## config.mk

```make
export PLATFORM = sky130hd
export DESIGN_NAME = shift_request_stage
export DESIGN_NICKNAME = d
export VERILOG_FILES = /design/src/rtl/shift_request_stage.sv
export SDC_FILE = /design/constraint.sdc
export NUM_CORES = 1
export LEC_CHECK = 0
export ABC_AREA = 0
export ABC_CLOCK_PERIOD_IN_PS = 1700
export CAP_MARGIN = 10
export CORE_MARGIN = 1.5
export CORE_UTILIZATION = 35
export CTS_CLUSTER_DIAMETER = 200
export DETAILED_ROUTE_END_ITERATION = 10
export DONT_BUFFER_PORTS = 1
export GPL_ROUTABILITY_DRIVEN = 1
export RECOVER_POWER = 100
export SETUP_SLACK_MARGIN = 0.5
export SLEW_MARGIN = 20
export SYNTH_ARGS = -nofsm -noshare
export SYNTH_HDL_FRONTEND = slang
export SYNTH_SLANG_ARGS = --single-unit
export TNS_END_PERCENT = 10
```

## constraint.sdc

```tcl
create_clock -name clk -period 1.7 [get_ports clk]
set_clock_uncertainty 0.05 [all_clocks]
set_input_delay 0.085 -clock clk [delete_from_list [all_inputs] [get_ports clk]]
set_output_delay 0.085 -clock clk [all_outputs]
set_load 0.05 [all_outputs]
```

## src/rtl/shift_request_stage.sv

```systemverilog
// Two-register request/response stage wrapped around a combinational right shifter.
// Stage A drives the shifter inputs from flops; stage B captures and presents the result.
module shift_request_stage #(
    parameter  int N = 8,
    localparam int A = $clog2(N)
) (
    input  logic         clk,
    input  logic         reset,
    input  logic         in_valid,
    output logic         in_ready,
    input  logic [N-1:0] in_x,
    input  logic [A-1:0] in_amt,
    output logic [N-1:0] sh_x,
    output logic [A-1:0] sh_amt,
    input  logic [N-1:0] sh_z,
    output logic         out_valid,
    input  logic         out_ready,
    output logic [N-1:0] out_z,
    output logic [7:0]   out_count
);

    logic         r_a_valid;
    logic [N-1:0] r_a_x;
    logic [A-1:0] r_a_amt;
    logic         r_b_valid;
    logic [N-1:0] r_b_z;
    logic [7:0]   r_count;

    logic         w_b_free;
    logic         w_a_move;
    logic         w_in_ready;
    logic         w_in_xfer;
    logic         w_out_xfer;

    // Handshake decisions; in_ready deliberately ignores in_valid.
    always_comb begin
        w_b_free   = !r_b_valid || out_ready;
        w_a_move   = r_a_valid && w_b_free;
        w_in_ready = !r_a_valid || w_b_free;
        w_in_xfer  = in_valid && w_in_ready;
        w_out_xfer = r_b_valid && out_ready;
    end

    // Stage A: hold the request stable on the shifter inputs.
    always_ff @(posedge clk) begin
        if (reset) begin
            r_a_valid <= 1'b0;
            r_a_x     <= '0;
            r_a_amt   <= '0;
        end else if (w_in_xfer) begin
            r_a_valid <= 1'b1;
            r_a_x     <= in_x;
            r_a_amt   <= in_amt;
        end else if (w_a_move) begin
            r_a_valid <= 1'b0;
        end
    end

    // Stage B: capture the shifter result; a new result may replace one leaving.
    always_ff @(posedge clk) begin
        if (reset) begin
            r_b_valid <= 1'b0;
            r_b_z     <= '0;
        end else if (w_a_move) begin
            r_b_valid <= 1'b1;
            r_b_z     <= sh_z;
        end else if (w_out_xfer) begin
            r_b_valid <= 1'b0;
        end
    end

    // Completed output transfers, wrapping naturally at 8 bits.
    always_ff @(posedge clk) begin
        if (reset) begin
            r_count <= '0;
        end else if (w_out_xfer) begin
            r_count <= r_count + 8'd1;
        end
    end

    assign in_ready  = w_in_ready;
    assign sh_x      = r_a_x;
    assign sh_amt    = r_a_amt;
    assign out_valid = r_b_valid;
    assign out_z     = r_b_z;
    assign out_count = r_count;

endmodule

```

Word-level counts from Yosys, hierarchy flattened
Index checks and enable logic that the tools add are counted.
W data, S select, Z words.

word-level totals
  word-level logic and storage cells = 20
  flip-flop bits (word level) = 29
  output and inout bits = 29

operators by class
  $add $sub $neg = 1
  mux-type cells = 4
  reduce and logical (&&, ||, !) cells = 9

operator list
  cell                   number
  $add A8 B1 Y8 const B  1
  $mux W1                4
  $reduce_bool A2 Y1     2
  $logic_and A1 B1 Y1    3
  $logic_not A1 Y1       2
  $logic_or A1 B1 Y1     2

Depth between registers and ports, before layout
Gate-level depths: netlist of the first run.

  depth after elaboration = 5
  depth in mapped cells = 6

Worst setup path before layout of the first run
No wires, ideal clock.

  kind = register -> register
  from = reg r_count[0], in the netlist out_count[0]
  to = reg r_count[6], in the netlist out_count[6]
  slack = -9 ps
  arrival = 1,588 ps
  cell stages (with the launch flop) = 5
  clock period less this slack = 1,709 ps
  library setup time = 71 ps
  buffers on the path = 0
  data required time = 1,579 ps
  cells stage by stage = dfxtp_1 > ha_1 > inv_1 > or4_1 > a21oi_1

on the way
  cells in the longest elaborated chain, start to end = 1

RTL lines
  item                      line  RTL
  start: declaration        27    logic [7:0] r_count;
  start signal: assignment  77    r_count <= r_count + 8'd1;
  $add A8 B1 Y8             77

No other way between the ends.
A chain may end at the register's enable or synchronous reset.

Final worst setup path of the first run
  from = reg r_count[0], in the netlist out_count[0]
  to = reg r_count[4], in the netlist out_count[4]

The elaborated chain is that of the path after synthesis.

==> results of run 1 <==
stage by stage:
step           power, mW  area (um2)  worst slack, ps  std cells   util
6_report            1.36        1620              227        227  0.532
2_1_floorplan      0.880        1190              377        135      -
3_3_place_gp       0.918        1380              336        193  0.452
3_5_place_dp       0.922        1380              285        193  0.452
5_1_grt             1.44        1620              113        227  0.532
4_1_cts             1.34        1480              319        204  0.486
synth_stat cells:
cell type   n
ha_1        1
or3_1       2
nand3_1    25
o21ai_0    21
dfxtp_1    29
or4_1       3
nor2_1      2
and3b_1     1
o31ai_1     3
buf_2       2
nor2b_1     1
inv_1       4
buf_1       1
a21oi_1    27
clkbuf_1    6
nand2_1     4
nand2b_1    1
xor2_1      2
report_power, final:
part           leakage, nW  total (mW)  internal [mW]  switching [mW]
combinational        0.289       0.238         0.0730           0.165
sequential           0.243       0.714          0.697          0.0178
clock               0.0314       0.412          0.195           0.217
total                0.563        1.36          0.965           0.400
what timing repair did:
| action | 4_1_cts | 5_1_grt |
|---|---|---|
| setup endpoints to repair | 26 | 24 |
| resized for setup | 5 | 6 |
| endpoints found under the hold margin | 29 | 29 |
| setup buffers | 4 | 0 |
| pin swaps | 4 | 4 |
| cloned | 0 | 0 |
metal layers:
layer / global-route usage / up-vias / share of wire
met4: 0.0952 / 0 / 0.013
met3: 0.0736 / 7 / 0.076
met5: 0 / - / 0
li1: - / 582 / -
met1: 0.177 / 569 / 0.39
met2: 0.293 / 50 / 0.52
critical path, delay by kind of cell, from the launching register on:
kind / cells / cell delay [ps]
AND/OR/NAND/NOR: 2 / 490
flip-flops: 1 / 490
AO/OA/AOI/OAI: 1 / 150
adder cells (fa/ha/maj): 1 / 220
logic make-up after synthesis:
kind of cell | count (synthesis) | share of synthesized area
AOI/OAI and AO/OA | 51 | 0.233
and+or+nand+nor | 39 | 0.181
DFF | 29 | 0.514
xor gates and xnor gates | 2 | 0.0155
buffers and inverters | 13 | 0.0454
adders and majority gates | 1 | 0.0111
registers in the layout (all words and copies together), names as in the netlist:
name / cells
out_count: 8
out_valid: 1
out_z: 8
r_a_valid: 1
sh_amt: 3
sh_x: 8
cell type report:
class	instances	area, um2
inverter	4	18.8
timing repair buffer	50	354
tap	44	55.1
fill	310	1430
clock buffer	7	55.1
multi-input combinational	93	534
sequential	29	607
worst max path at each step:
| stage | start | endpoint | slack (ps) | depth (start not counted) |
|---|---|---|---|---|
| 4_1_cts | out_count[2] | out_count[6] | 320 | 3 |
| 3_5_place_dp | out_valid | sh_x[2] | 280 | 4 |
| 5_1_grt | r_a_valid | out_z[0] | 110 | 4 |
| 6_report | out_count[0] | out_count[4] | 230 | 4 |
| 2_1_floorplan | out_count[1] | out_count[6] | 380 | 4 |
| 3_3_place_gp | out_valid | in_ready | 340 | 3 |
==> results.md, run 1 <==
- DRT Pass-1 Iters: 4
- Die X: 59.8 um
- Hold Fails Final Rpt: 1
- Hold path depth: 3
- Core area: 0.00305 mm2
- Clk slew on worst S/H paths: 90 ps
- Max Clk Rate: 0.679 GHz
- N_diodes: 0
- 1st-iter DRT viols: 47
- P_leak: 0.563 nW
- Layout area overhead: 43.9%
- Synth Instances: 135
- RSZ-0062 raised after global routing: true
- Die ar.: 0.00357 mm2
- CTS Buf Count: 5
- Count of final setup violators: 0
- Vias per cell: 5.32
- Top cells by area, synth: dfxtp_1, a21oi_1, nand3_1
- Clock Path Buffers: 2
- Clk root buf: clkbuf_4
- Seq cells post-synth: 29
- Largest net degree at the start of global routing: 30
- Synth Cell Area: 0.00113 mm2
- Min-delay worst type: input port to flop
- Startpoint Class: flop
- Slew HR: 0.560
- Most frequent cells in the layout: a21oi_1, clkbuf_1, nand3_1, dlygate4sd3_1, dfxtp_1
- Mapped Avg Cell Area: 8.36 um2
- Layout cells sized above 1: 0.137
- Pwr dens: 840 mW/mm2
- Rows: 20
- Synth cell types: 18
- Final setup TNS: 0 ps
- Failing checks: negative hold slack
- R2R depth: 4
- Clk_lat worst skew: 320 ps
- Slew @ Worst Pin: 661 ps
- Input/output buffers: 0
- CP endpoint kind: flop
- Nets: 207
- Routed wire length: 3320 um
- Cell accounting for the most synthesized area: dfxtp_1
- Num ports: 52
- Vias: 1,208
- Total gr overflow: 0
- Hold endpoint: out_count[3]
- Critical Path Fanout Max: 5
- Max IR drop VDD: 0.519 mV
- Yosys warns: 0
- Critical path class: flop to flop
- Yosys top cell area share: 0.514
- GPL Wtd Cong: 0.820
- FF-to-FF End: out_count[4]
- Hold path start: out_ready
- Worst path max stage delay: 490 ps
- Routed len/inst: 14.6 um
- Die Y: 59.8 um
- Min Hold Slack: -6.91 ps
- CTS sink cnt: 29
- Detailed Place HPWL: 2040 um
- R2R setup slack: 230 ps
- Vias in the first global route: 1,052
- Total track usage: 0.173
- Final Max Tran Viols: 0
- Crit path time final: 1470 ps
- Initial antenna violation count: 0
- Final period utilization: 0.866
- Starting density of the core: 0.370
- RR Startpoint: out_count[0]
- H-tree depth: 2
- Run status: complete, but fails checks
- Worst Path Arrival: 1680 ps
- Crit-path cells: ha_1 > nand3_1 > or3_1 > a21oi_2
- Commonest non-fill, non-tap cell in the layout: a21oi_1
- Syn_nets: 159
- CP Data Required Time: 1900 ps
- Crit-path slowest cell: dfxtp_4
- Final ANT Viol Nets: 0
- TritonCTS clock tree: yes
- DRC errors left: 0
- Total of max-cap violations: 0
- First-pass GRT wire length: 4550 um
- Register area share after synthesis: 0.514
Note: power is estimated with default switching activity, not from simulation.
==> run 2: changes to the inputs <==
--- a/config.mk
+++ b/config.mk
@@ -9,11 +9,12 @@
 export ABC_CLOCK_PERIOD_IN_PS = 1700
 export CAP_MARGIN = 10
 export CORE_MARGIN = 1.5
-export CORE_UTILIZATION = 35
+export CORE_UTILIZATION = 59
 export CTS_CLUSTER_DIAMETER = 200
 export DETAILED_ROUTE_END_ITERATION = 10
 export DONT_BUFFER_PORTS = 1
 export GPL_ROUTABILITY_DRIVEN = 1
+export PLACE_DENSITY = 0.75
 export RECOVER_POWER = 100
 export SETUP_SLACK_MARGIN = 0.5
 export SLEW_MARGIN = 20
==> results.md, run 2 (synthesis gave the netlist of run 1 again) <==
- Startpoint Class: flop
- Critical Path Fanout Max: 7 (+2)
- Dpl cells: 174 (-9.8%)
- Final ANT Viol Nets: 0 (unchanged)
- Vias: 1,071 (-11%)
- Area occupied by multi-input gates: 520 um2 (-2.6%)
- Pwr dens: 937 mW/mm2 (+12%)
- Routed len/inst: 14.3 um (-2.0%)
- Worst path max stage delay: 480 ps (about the same)
- Min-delay worst type: input port to flop
- Clk root buf: clkbuf_4
- Total track usage: 0.246 (+0.0733)
- Total gr overflow: 0 (unchanged)
- Die X: 46.7 um (-22%)
- GPL Wtd Cong: 0.673 (-18%)
- Most frequent cells in the layout: a21oi_1, nand3_1, clkbuf_1
- CP Data Required Time: 1560 ps (-340 ps)
- Final Max Tran Viols: 0 (unchanged)
- Max IR drop VDD: 0.790 mV (+52%)
- Fillcell total: 157 (-49%)
- Clk_lat worst skew: 330 ps (about the same)
- Fin cells: 186 (-18%)
- Core area: 0.00176 mm2 (-42%)
- Crit path time final: 1510 ps (+39.5 ps)
- CTS sink cnt: 29 (unchanged)
- Commonest non-fill, non-tap cell in the layout: a21oi_1
- Input/output buffers: 0 (unchanged)
- CP endpoint kind: output port
- Die ar.: 0.00218 mm2 (-39%)
- Num ports: 52 (unchanged)
- Vias in the first global route: 877 (-17%)
- Setup crit start: out_valid
- Routed wire length: 2660 um (-20%)
- RSZ-0062 raised after global routing: true
- Die Y: 46.7 um (-22%)
- Count of final setup violators: 0 (unchanged)
- Run status: complete, but fails checks
- Crit-path slowest cell: dfxtp_4
- Crit-path cells: and3b_1 > inv_6 > clkbuf_2
- H-tree depth: 2 (unchanged)
- Overall Power: 1.27 mW (-7.1%)
- N_diodes: 0 (unchanged)
- Vias per cell: 5.76 (+8.2%)
- RR Startpoint: out_count[0]
- Reg area: 611 um2 (+0.62%)
- Worst Path Arrival: 1380 ps (-300 ps)
- Rows: 15 (-25%)
- Post-Route Utilization: 0.767 (+0.235)
- Largest net degree at the start of global routing: 30 (unchanged)
- Failing checks: negative hold slack
- Min Hold Slack: -245 ps (-238 ps)
- First-pass GRT wire length: 3590 um (-21%)
- Layout area overhead: 19.8%
- DRT Pass-1 Iters: 4 (unchanged)
- Final period utilization: 0.890 (+0.0233)
- Detailed Place HPWL: 1670 um (-18%)
- 1st-iter DRT viols: 37 (-21%)
- Hold path start: reset
- CTS Buf Count: 5 (unchanged)
- Max Clk Rate: 0.661 GHz (-2.6%)
- Total of max-cap violations: 0 (unchanged)
- Clock Path Buffers: 2 (unchanged)
- Slew @ Worst Pin: 669 ps (+7.99 ps)
- Nets: 184 (-11%)
- Clk slew on worst S/H paths: 80 ps (about the same)
- Starting density of the core: 0.640 (+0.270)
- Layout cells sized above 1: 0.155 (+0.0187)
- Critical path class: flop to output port
- Slew HR: 0.554 (-0.00533)
- Hold Fails Final Rpt: 29 (+28)
- Initial antenna violation count: 0 (unchanged)
- Final setup TNS: 0 ps (unchanged)
- DRC errors left: 0 (unchanged)
- P_leak: 0.453 nW (-20%)
- TritonCTS clock tree: yes
## run 2: changes by cell type in the layout (fill, tap and decap cells not counted), sizes merged
cell / change
inv: +2
buf: +1
dlygate4sd3: -22
clkinvlp: -1
clkbuf: -2
## run 2: worst max-delay path: cells and delay by family (launching register included)
kind | cells | cell delay, ps
buffers and inverters | 2 | 270
DFF | 1 | 480
and+or+nand+nor | 1 | 290
## run 2: what timing repair did
action	in CTS	in global routing
pin swaps	1	5
endpoints found under the setup margin	26	28
endpoints found under the hold margin	29	29
gates resized for setup	8	5
buffers inserted	2	2
## run 2: through the flow
stage,area (um2),hold slack [ps],worst slack (ps)
floorplan,1190,183,377
global placement,1360,97.4,359
detailed placement,1360,98.6,296
CTS,1430,-260,292
global route,1350,-261,155
finish,1350,-245,188
## run 2: area by class of cell
type	count	area share
inverters	4	0.0148
flip-flops and latches	29	0.451
repair buffers	27	0.0897
clock inverters	1	0.00278
clock buffers	7	0.0333
well taps	25	0.0231
multi-input cells	93	0.385
## run 2: per-layer routing
layer | track usage | share of wire | vias up
met4 | 0.183 | 0.031 | 0
met2 | 0.383 | 0.48 | 45
met1 | 0.278 | 0.42 | 475
li1 | - | - | 543
met5 | 0 | 0 | -
met3 | 0.0846 | 0.072 | 8
## run 2: path summary, 6_finish.rpt
path	depth (start not counted)	slack [ps]	to
hold reg to reg	2	420	out_z[2]
hold / removal	1	-250	out_valid
setup / recovery	3	190	in_ready
setup reg to reg	4	260	out_count[6]
## run 2: power by group
group          total (mW)  leakage [nW]  internal, mW  switching, mW
combinational       0.166         0.182        0.0343          0.131
clock               0.384        0.0269         0.158          0.226
sequential          0.718         0.243         0.696         0.0218
